File: src/rtl/lc3b_types.sv
// Shared LC-3b pipeline types: hazard sequencer states and the NOP control
// word that bubbles and flushes load into the pipeline registers.
package lc3b_types;

    typedef enum logic [1:0] {
        RUN      = 2'd0,
        MEM_WAIT = 2'd1,
        RECOVER  = 2'd2
    } lc3b_pipe_state;

    typedef struct packed {
        logic [3:0] opcode;
        logic       load_regfile;
        logic       load_cc;
        logic       mem_read;
        logic       mem_write;
        logic       branch;
    } lc3b_control_word;

    // BR with nzp=000 never branches, so an all-zero word is a true NOP
    localparam lc3b_control_word lc3b_nop_ctrl = '{
        opcode:       4'h0,
        load_regfile: 1'b0,
        load_cc:      1'b0,
        mem_read:     1'b0,
        mem_write:    1'b0,
        branch:       1'b0
    };

    function automatic logic reg_match(
        input logic       uses,
        input logic [2:0] src,
        input logic [2:0] dest
    );
        return uses & (src == dest);
    endfunction

endpackage

File: src/rtl/sat_counter.sv
// Saturating up-counter used for pipeline performance events.
module sat_counter #(
    parameter int WIDTH = 16
) (
    input  logic             clk,
    input  logic             reset,
    input  logic             inc,
    output logic [WIDTH-1:0] count
);

    localparam logic [WIDTH-1:0] ONE = {{(WIDTH-1){1'b0}}, 1'b1};

    logic [WIDTH-1:0] count_q;

    always_ff @(posedge clk or posedge reset) begin
        if (reset) begin
            count_q <= '0;
        end else if (inc && (count_q != '1)) begin
            count_q <= count_q + ONE;
        end
    end

    assign count = count_q;

endmodule

File: src/rtl/pipeline_hazard_ctrl.sv
// Stall/flush sequencer for the five-stage LC-3b pipeline: freezes on cache
// misses, bubbles on load-use, flushes the front end on branch mispredicts.
import lc3b_types::*;

module pipeline_hazard_ctrl #(
    parameter int CNT_W = 16
) (
    input  logic             clk,
    input  logic             reset,
    input  logic             icache_req,
    input  logic             icache_resp,
    input  logic             dcache_req,
    input  logic             dcache_resp,
    input  logic [2:0]       id_sr1_reg,
    input  logic [2:0]       id_sr2_reg,
    input  logic             id_uses_sr1,
    input  logic             id_uses_sr2,
    input  logic             ex_is_load,
    input  logic [2:0]       ex_dest,
    input  logic             mispredict,
    output logic             pc_load,
    output logic             stall_if_id,
    output logic             stall_id_ex,
    output logic             stall_ex_mem,
    output logic             stall_mem_wb,
    output logic             bubble_id_ex,
    output logic             flush_front,
    output logic             valid_id,
    output logic             valid_ex,
    output logic             valid_mem,
    output logic             valid_wb,
    output logic [1:0]       state,
    output logic [CNT_W-1:0] stall_cycles,
    output logic [CNT_W-1:0] flush_count
);

    lc3b_pipe_state state_q;
    logic pending_q;
    logic vid_q, vex_q, vmem_q, vwb_q;

    logic mem_busy;
    logic mp_eff;
    logic load_use;
    logic any_stall;

    always_comb begin
        mem_busy = (icache_req & ~icache_resp) | (dcache_req & ~dcache_resp);
        mp_eff   = mispredict & vmem_q & ~mem_busy;
        load_use = vex_q & vid_q & ex_is_load
                 & (reg_match(id_uses_sr1, id_sr1_reg, ex_dest)
                  | reg_match(id_uses_sr2, id_sr2_reg, ex_dest));

        pc_load      = 1'b1;
        stall_if_id  = 1'b0;
        stall_id_ex  = 1'b0;
        stall_ex_mem = 1'b0;
        stall_mem_wb = 1'b0;
        bubble_id_ex = 1'b0;
        flush_front  = 1'b0;

        // Held in reset the pipeline looks empty, so controls stay idle
        if (reset) begin
            pc_load = 1'b1;
        end else if (mem_busy) begin
            pc_load      = 1'b0;
            stall_if_id  = 1'b1;
            stall_id_ex  = 1'b1;
            stall_ex_mem = 1'b1;
            stall_mem_wb = 1'b1;
        end else if (mp_eff) begin
            flush_front = 1'b1;
        end else if (load_use) begin
            pc_load      = 1'b0;
            stall_if_id  = 1'b1;
            bubble_id_ex = 1'b1;
        end

        any_stall = stall_if_id | stall_id_ex | stall_ex_mem | stall_mem_wb;
    end

    always_ff @(posedge clk or posedge reset) begin
        if (reset) begin
            state_q   <= RUN;
            pending_q <= 1'b0;
            vid_q     <= 1'b0;
            vex_q     <= 1'b0;
            vmem_q    <= 1'b0;
            vwb_q     <= 1'b0;
        end else if (mem_busy) begin
            state_q <= MEM_WAIT;
            if (state_q == RECOVER) begin
                pending_q <= 1'b1;
            end
        end else if (mp_eff) begin
            state_q   <= RECOVER;
            pending_q <= 1'b0;
            vid_q     <= 1'b0;
            vex_q     <= 1'b0;
            vmem_q    <= 1'b0;
            vwb_q     <= vmem_q;
        end else if (load_use) begin
            state_q   <= pending_q ? RECOVER : RUN;
            pending_q <= 1'b0;
            vex_q     <= 1'b0;
            vmem_q    <= vex_q;
            vwb_q     <= vmem_q;
        end else begin
            // The fetch issued during RECOVER came from the wrong path
            state_q   <= pending_q ? RECOVER : RUN;
            pending_q <= 1'b0;
            vid_q     <= (state_q != RECOVER);
            vex_q     <= vid_q;
            vmem_q    <= vex_q;
            vwb_q     <= vmem_q;
        end
    end

    assign valid_id  = vid_q;
    assign valid_ex  = vex_q;
    assign valid_mem = vmem_q;
    assign valid_wb  = vwb_q;
    assign state     = state_q;

    sat_counter #(.WIDTH(CNT_W)) u_stall_cnt (
        .clk   (clk),
        .reset (reset),
        .inc   (any_stall),
        .count (stall_cycles)
    );

    sat_counter #(.WIDTH(CNT_W)) u_flush_cnt (
        .clk   (clk),
        .reset (reset),
        .inc   (mp_eff),
        .count (flush_count)
    );

endmodule

File: config.mk
export PLATFORM = sky130hd
export DESIGN_NAME = pipeline_hazard_ctrl
export DESIGN_NICKNAME = d
export VERILOG_FILES = /design/src/rtl/lc3b_types.sv /design/src/rtl/sat_counter.sv /design/src/rtl/pipeline_hazard_ctrl.sv
export SDC_FILE = /design/constraint.sdc
export NUM_CORES = 1
export LEC_CHECK = 0
export ABC_AREA = 1
export CAP_MARGIN = 25
export CORE_MARGIN = 2
export CORE_UTILIZATION = 35
export DETAILED_ROUTE_END_ITERATION = 12
export PLACE_DENSITY = 0.58
export SKIP_LAST_GASP = 1
export SLEW_MARGIN = 20
export SYNTH_ARGS = -nofsm -noshare
export SYNTH_HDL_FRONTEND = slang
export SYNTH_HIERARCHICAL = 1
export SYNTH_SLANG_ARGS = --single-unit
export TNS_END_PERCENT = 5
File: constraint.sdc
create_clock -name clk -period 2.13 [get_ports clk]
set_input_delay 0.426 -clock clk [delete_from_list [all_inputs] [get_ports clk]]
set_output_delay 0.426 -clock clk [all_outputs]
set_load 0.01 [all_outputs]
==> After elaboration in Yosys (flattened, before gate mapping) <==
Cells that the tools add are included.
Widths: inputs -> output; s select.
{ "classes": {"reduce_logical": 3, "n_eq_ne": 8, "addsub": 2, "bitwise": 17, "muxes": 25} }
{ "op_table": {"columns": ["operator", "n"], "rows": [
  ["$add 16x1->16 const B", 2],
  ["$ne 16x16->1 const B", 2],
  ["$mux 1", 22],
  ["$and 1x1->1", 9],
  ["$eq 3x3->1", 2],
  ["$mux 2", 3],
  ["$or 1x1->1", 5],
  ["$ne 2x1->1 const B", 2],
  ["$not 1->1", 3],
  ["$eq 2x2->1 const B", 1],
  ["$logic_and 1x1->1", 2],
  ["$ne 2x2->1 const B", 1],
  ["$reduce_and 2->1", 1]
]} }
{ "totals": {"out_inout_bits": 45, "wordCells": 63, "reg_bits": 39} }

==> Longest topological paths before layout <==
Gate-level depths: netlist (run 1).
{ "depth": {"depth_word": 12, "depth_mapped": 18, "mapped_depth_nobuf": 18} }

==> Cells and area by module <==
The synthesis (run 1) kept the hierarchy.
{ "by_module_without_submodules": {"columns": ["mod", "area_per_inst_um2", "n_inst", "cells_per_inst"], "rows": [
  ["sat_counter", 1069.8, 2, 150],
  ["pipeline_hazard_ctrl", 504.2, 1, 79]
]} }

==> Worst setup path after synthesis (run 1) <==
Ideal clock, no wire load.
{ "synth_timing": {"path_type": "input port to flip-flop", "startpoint": "in icache_req", "endpoint": "reg u_stall_cnt.count_q[13], in the netlist u_stall_cnt/count[13]", "path_stages": 15, "arrival_ns": 1.711, "path_buffers": 0, "path_slack_ns": 0.306, "required_time_ns": 2.017, "path_cell_list": "inv_1 o22ai_4 inv_4 nand2_4 nand3_2 nand2_2 nand2_2 inv_1 inv_1 nor2_1 nand2_1 nor2_1 nand3_1 nand2_1 inv_1"} }
{ "synth_via": {"elab_chain_len": 11} }
{ "synth_lines": {"columns": ["item", "line", "source"], "rows": [
  ["start: declaration", "pipeline_hazard_ctrl.sv:10", "input logic icache_req,"],
  ["$and 1x1->1 *", "pipeline_hazard_ctrl.sv:47", "mem_busy = (icache_req & ~icache_resp) | (dcache_req & ~dcache_resp);"],
  ["$or 1x1->1 *", "pipeline_hazard_ctrl.sv:47", null],
  ["named net mem_busy", "pipeline_hazard_ctrl.sv:41", "logic mem_busy;"],
  ["$not 1->1 (no line)", null, null],
  ["$and 1x1->1", "pipeline_hazard_ctrl.sv:48", "mp_eff = mispredict & vmem_q & ~mem_busy;"],
  ["$mux 1", "pipeline_hazard_ctrl.sv:70", "end else if (mp_eff) begin"],
  ["$mux 1", "pipeline_hazard_ctrl.sv:64", "end else if (mem_busy) begin"],
  ["$mux 1", "pipeline_hazard_ctrl.sv:62", "if (reset) begin"],
  ["$or 1x1->1 (2 in a row)", "pipeline_hazard_ctrl.sv:78", "any_stall = stall_if_id | stall_id_ex | stall_ex_mem | stall_mem_wb;"],
  ["$or 1x1->1 *", "pipeline_hazard_ctrl.sv:78", null],
  ["named net any_stall", "pipeline_hazard_ctrl.sv:44", "logic any_stall;"],
  ["$logic_and 1x1->1 *", "sat_counter.sv:18", "end else if (inc && (count_q != '1)) begin"],
  ["end signal: assignment", "sat_counter.sv:19", "count_q <= count_q + ONE;"],
  ["end: declaration", "sat_counter.sv:13", "logic [WIDTH-1:0] count_q;"]
]} }
The timed path passes the listed nets; every way through them passes the cells marked *.
A chain may end at the register's enable or synchronous reset.

==> Final worst setup path (run 1) <==
{ "layout_timing": {"startpoint": "in icache_req", "endpoint": "out flush_front"} }
{ "layout_via": {"elab_chain_len": 7} }
{ "layout_lines": {"columns": ["item", "line", "source"], "rows": [
  ["$and 1x1->1 *", "pipeline_hazard_ctrl.sv:47", null],
  ["$or 1x1->1 *", "pipeline_hazard_ctrl.sv:47", null],
  ["named net mem_busy", "pipeline_hazard_ctrl.sv:41", null],
  ["$not 1->1 (no line)", null, null],
  ["$and 1x1->1", "pipeline_hazard_ctrl.sv:48", null],
  ["$mux 1", "pipeline_hazard_ctrl.sv:70", null],
  ["$mux 1 *", "pipeline_hazard_ctrl.sv:64", null],
  ["$mux 1 *", "pipeline_hazard_ctrl.sv:62", null],
  ["end: declaration", "pipeline_hazard_ctrl.sv:27", "output logic flush_front,"]
]} }
Marks and branches as above.

==> results of run 1 <==
[critical path, stage by stage]
cell and delay, ns:
clkdlybuf4s50_1 0.45, inv_1 0.06, o22ai_4 0.17, inv_4 0.06
nand2_4 0.06, buf_4 0.13, nor2_1 0.04, dlygate4sd2_1 0.29
[logic make-up (layout without fill, tap and decap cells)]
logic type               after synthesis  count (layout)  share of synthesized area [%]
adder cells (fa/ha/maj)                2               2                          0.946
AO/OA/AOI/OAI                         24              24                           6.81
buffers and inverters                 56             140                           9.18
flip-flops                            39              39                           36.9
AND/OR/NAND/NOR                      250             250                           43.5
XOR/XNOR                               8               8                           2.65
[sequential cells by signal, indices dropped and copies added (netlist names)]
signal             flops
pending_q              1
state                  2
u_flush_cnt/count     16
u_stall_cnt/count     16
valid_ex               1
valid_id               1
valid_mem              1
valid_wb               1
[report_power, final]
| part | internal, mW | switching, mW |
|---|---|---|
| clock network | 0.379 | 0.263 |
| registers | 0.903 | 0.239 |
| logic | 0.559 | 0.527 |
[metal layers]
metal | wire length (um) | vias up | track usage (%)
met5 | 0 | - | 0
met4 | 29 | 0 | 3.79
met3 | 200 | 2 | 3.67
met2 | 3200 | 37 | 28.6
met1 | 3040 | 1184 | 21.3
li1 | - | 1335 | -
[worst paths after layout]
check | startpoint | endpoint | slack [ns]
worst max-delay path | icache_req | flush_front | 0.02
worst min-delay path | pending_q | state[1] | 0.49
worst max register to register | valid_ex | u_stall_cnt/count[0] | 0.39
worst min register to register | pending_q | state[1] | 0.49
max in group asynchronous | reset | u_stall_cnt/count[13] | 1.22
min in group asynchronous | reset | valid_mem | 0.59
[cell type report]
type | count | area, um^2
multi-input cells | 284 | 1440
inverters | 52 | 198
flip-flops and latches | 39 | 976
repair buffers | 80 | 792
clock buffers | 6 | 82.6
clock inverters | 2 | 35.0
fillers | 764 | 3650
well taps | 99 | 124
[metrics by stage]
step | util (%) | instance area (um^2) | hold slack (ns) | power (mW)
after detailed placement | 47.9 | 3490 | 0.469 | 2.24
after CTS | 49.4 | 3600 | 0.488 | 2.91
final | 49.9 | 3640 | 0.485 | 2.87
after floorplan | - | 2640 | 0.245 | 1.70
after global routing | 49.9 | 3640 | 0.510 | 3.11
after global placement | 47.9 | 3490 | 0.454 | 2.23
[cells in the mapped netlist, types with 3 or more instances]
cell type and n:
nand3b_1 4, nor2_2 6, nor2_1 37, xnor2_1 4
nand2_1 144, inv_1 49, nand2_2 14, dfrtp_1 39
nand4_1 12, nor2_4 10, nand3_1 19, o21ai_0 3
xor2_1 4, o21ai_1 8, o21ai_2 12
[timing repair]
action,CTS,global route
gates resized for setup,7,23
cloned,0,1
endpoints found under the setup margin,11,22
pin swaps,0,8
setup buffers,0,1
==> metrics.txt, run 1 <==
wire length of the first global-routing pass 11300 um; number of CTS-inserted buffers 5; Post-Synthesis Mean Instance Area 6.98 um^2; peak ir drop on the vdd network 0.477 mV; post-route fraction of the period consumed by the critical path 99.2%; remaining design rule violation count 0; power density over the cells 788 nW/um^2; post-synth net total 400; Mapped Area 2640 um^2; maximum count of clock buffers along a single path 2; post-DR vias/cell 4.55; sum of routed wire length over all layers 6470 um; unrepaired setup endpoints after global routing true; first drt pass iteration count 4; Critical Path Start Type primary input; total number of clock tree sinks 39; source-to-sink clock delay at the later pin of the worst-skew pair 0.29 ns; total via count in the routed design 2558; share of layout cells above drive strength 1 18.1%; clock period minus final worst setup slack 2.11 ns; Diodes inserted 0; overall overflow remaining after global route 0; highest-count cells in the layout ignoring fill and taps nand2_1, clkdlybuf4s50_1, inv_1, dfrtp_1, nor2_1; commonest non-fill, non-tap cell in the layout nand2_1; portion of synthesized cell area occupied by the leading cell type 36.9%; number of flip-flops and latches in the synthesized netlist 39; main area contributors after synthesis dfrtp_1, nand2_1, inv_1; top cell type by total area after synthesis dfrtp_1; type of the most critical hold path register to register; total core area 7290 um^2; hold violation count in the final report 0; clock tree from TritonCTS built; crit path capture type output pin; number of primary I/O pins 64; Slew Limit Headroom 82.3%; final setup fails 0; die footprint 8260 um^2; asr flop ratio synth 100%; clock edge transition at the registers on the reported setup and hold paths 0.07 ns; number of global-route vias before repair 2467; Detailed Route Iter0 Violations 84; synth warn 6; Final nets 483; gr usage total 16.6%; Place WS -0.423 ns; input/output buffers 63; proportion of synthesized chip area in sequential cells 36.9%; largest net degree at the start of global routing 17; crit path setup slack, layout 0.0172 ns; final instance count without filler cells 562; cell chosen for the clock root clkbuf_8; Worst Path Required 1.70 ns; setup TNS after final layout 0 ns; Worst Tran Pin Value 0.264 ns; total placed cells including tap cells 552; remaining number of nets flagged by the antenna check after routing 0; Syn Inst Count 379; Top FF cell, synth dfrtp_1; Worst Hold Path Cells 2; Die Height 90.9 um; growth of design area from synthesis to finish 37.8%; leakage 1.70 nW; count of different cell masters after synthesis 25; count of H-tree levels built during CTS 2; initial antenna violation count 0; highest attainable clock frequency 473 MHz; Maximum Capacitance Violations 0; placed wire-length estimate 4930 um; data arrival time of the critical path 1.69 ns; placement row count 31; R2R cell count 12; final count of pins violating max slew 0; Post-synth EDFFs 0; post-cts hold buffer count 0; critical setup path kind primary input to output pin; worst-path maximum fanout 5; outcome finished clean; Die Wd 90.9 um; starting density of the core 36.3%; Worst Skew 0.00639 ns; global placer's final weighted congestion 0.808; detail-routed net length per standard cell 11.5 um
(Power assumes the default switching activity.)
==> run 2: changes to the inputs <==
--- a/config.mk
+++ b/config.mk
@@ -10,6 +10,7 @@
 export CORE_MARGIN = 2
 export CORE_UTILIZATION = 35
 export DETAILED_ROUTE_END_ITERATION = 12
+export HOLD_SLACK_MARGIN = 0.05
 export PLACE_DENSITY = 0.58
 export SKIP_LAST_GASP = 1
 export SLEW_MARGIN = 20
==> results of run 2 <==
The final DEF is identical to that of run 1; final timing and power are the same.
==> RTL change: new RTL, flow settings as in run 2 <==
`CNT_W`: 16 -> 24.
--- a/src/rtl/pipeline_hazard_ctrl.sv
+++ b/src/rtl/pipeline_hazard_ctrl.sv
@@ -3,7 +3,7 @@
 import lc3b_types::*;
 
 module pipeline_hazard_ctrl #(
-    parameter int CNT_W = 16
+    parameter int CNT_W = 24
 ) (
     input  logic             clk,
     input  logic             reset,
Ports: changed (resized flush_count and stall_cycles); port bits go from 64 to 80. No check against the original RTL was run, so the function may have changed too.
==> RTL change against run 2 <==
  * The run now ends with negative setup slack left
  * Sequential cell count increased by 16
  * Setup slack got worse by 0.027 ns
  * First-iteration DRC count up 58%
  * Routed wire length up 37%
  * Power is 7.7% lower
  * Critical endpoint is now stall_mem_wb
  * Final area rose by 30%
  * Synthesized area up 35%
  * Sequential share of layout area is 2.2 points higher
==> RTL change: results (changes against run 2) <==
Setup path
  – Worst reg-to-reg setup slack: 0.26 ns (-0.13 ns)
  – Reg2Reg Capture Point: u_stall_cnt/count[9]$_DFFE_PP0P_
  – Critical path fanouts, max: 7 (+2)
  – Reg-to-reg startpoint: u_stall_cnt/count[1]$_DFFE_PP0P_
  – Worst path arrival time: 1.71 ns (+0.02 ns)
  – R2r worst-path depth: 10 (-2)

Power and ir drop
  – Leakage: 2.208 nW (+30%)
  – Max VDD drop: 301.3 uV (-37%)

Min path
  – Worst min path class: reg2reg

Cells and area
  – Layout cells sized above 1: 12.25% (-5.9 points)
  – # fillers: 1,050 (+37%)
  – Post-layout nets: 624 (+29%)

Timing
  – Hold Worst Slack: 0.4984 ns (+0.01325 ns)
  – Setup WS post-layout: -0.009796 ns (-0.02696 ns)
  – Final setup violation count: 2 (+2)
  – Least-Margin Pin Slew: 0.3422 ns (+0.07838 ns)
  – Final Skew: 0.007485 ns (+0.001093 ns)

Run status
  – Failing checks: negative setup slack
  – Status: finished with violations

Place
  – Area after DPL: 0.004574 mm2 (+31%)
  – Number of port buffers: 79 (+25%)

Routing
  – Drt total wl: 8866 um (+37%)
  – Via count: 3,404 (+33%)
  – Starting DRC count in detailed routing: 133 (+58%)

Synth
  – Syn_nets: 530 (+33%)
  – Synth cell types: 26 (+4.0%)
  – Ranking of synthesized cells by area: dfrtp_1 39%, nand2_1 23%, inv_1 4.9%
  – Synth cell count leaders: 220 x nand2_1, 55 x dfrtp_1, 47 x inv_1, 47 x nor2_1, 35 x nand3_1
  – Register area share after synthesis: 38.58% (+1.7 points)

GRT
  – Vias in the first global route: 3,215 (+30%)
  – Largest net degree at the start of global routing: 25 (+8)
  – Met2 GRT Util: 26.53% (-2.1 points)
  – GRT Total Usage: 16.32% (-0.31 points)
  – First-pass GRT wire length: 15,150 um (+34%)
  – Met1 GRT Util: 22.78% (+1.5 points)
  – Met3 GRT Util: 2.558% (-1.1 points)

Clocking
  – Skew-Pair Late Insertion Delay: 0.30 ns
  – Clock slew at reported path FFs: 0.09 ns (+0.02 ns)
-- RTL change: worst reg2reg max path, stage by stage, from the launching register on --
cell and delay, ns:
dfrtp_1 0.41, ha_1 0.33, nand3_2 0.15, inv_2 0.11, nand2_2 0.06, nor2_4 0.13
nand2_4 0.17, nand2_8 0.18, inv_4 0.09, nand2_1 0.08, nand2_1 0.05
-- RTL change: what timing repair did --
item                                    CTS  global route
endpoints found under the hold margin     0             0
endpoints found under the setup margin   12            27
gates resized for setup                   8            32
pin swaps                                 0             5
-- RTL change: area by class of cell --
type	instances	area [um2]	share of cell area, %
Multi-Input combinational cell	394	1986	41.83
Inverter	52	202.7	4.270
Clock buffer	6	82.58	1.740
Clock inverter	2	35.03	0.7380
Sequential cell	55	1376	28.99
Timing Repair Buffer	95	898.4	18.92
Tap cell	133	166.4	3.506
-- RTL change: report_power, final --
| group | switching [mW] | leakage, nW | internal (mW) |
|---|---|---|---|
| clock | 0.343 | 0.0612 | 0.381 |
| sequential | 0.127 | 0.749 | 1.14 |
| combinational | 0.325 | 1.40 | 0.338 |
| total | 0.795 | 2.21 | 1.86 |
-- RTL change: cell families after synthesis --
logic type / Yosys count / share of synthesized area (%)
flops: 55 / 38.58
xor+xnor: 20 / 4.910
compound gates: 10 / 1.824
simple gates: 362 / 46.33
buf+inv: 60 / 7.646
fa+ha+maj: 2 / 0.7014
-- RTL change: through the flow --
step / worst slack (ns) / total power [mW] / TNS, ns / instances / utilization (%)
finish: -0.009796 / 2.651 / -0.01945 / 737 / 48.34
global placement: -0.4244 / 1.938 / -6.947 / 729 / 46.59
detailed placement: -0.4537 / 1.949 / -8.629 / 729 / 46.59
global route: -0.08688 / 2.819 / -0.2986 / 737 / 48.34
floorplan: 0.1767 / 1.605 / 0 / 509 / -
CTS: -0.1707 / 2.695 / -0.8059 / 737 / 47.68
-- RTL change: per-layer routing --
| metal | part of all wire, % | vias to the layer above | wire length (um) |
|---|---|---|---|
| met2 | 46 | 65 | 4038 |
| met4 | 0.78 | 0 | 69 |
| met1 | 49 | 1567 | 4374 |
| li1 | - | 1767 | - |
| met5 | 0 | - | 0 |
| met3 | 4.3 | 5 | 384 |
-- RTL change: worst max path at each step --
stage | startpoint | to | slack (ns) | depth (start not counted)
5_1_grt | icache_req | stall_mem_wb | -0.09 | 7
4_1_cts | ex_dest[2] | stall_if_id | -0.17 | 12
3_3_place_gp | ex_dest[1] | bubble_id_ex | -0.42 | 10
6_report | icache_req | stall_mem_wb | -0.01 | 7
2_1_floorplan | icache_req | u_stall_cnt/count[23]$_DFFE_PP0P_ | 0.18 | 13
3_5_place_dp | ex_dest[1] | stall_if_id | -0.45 | 12
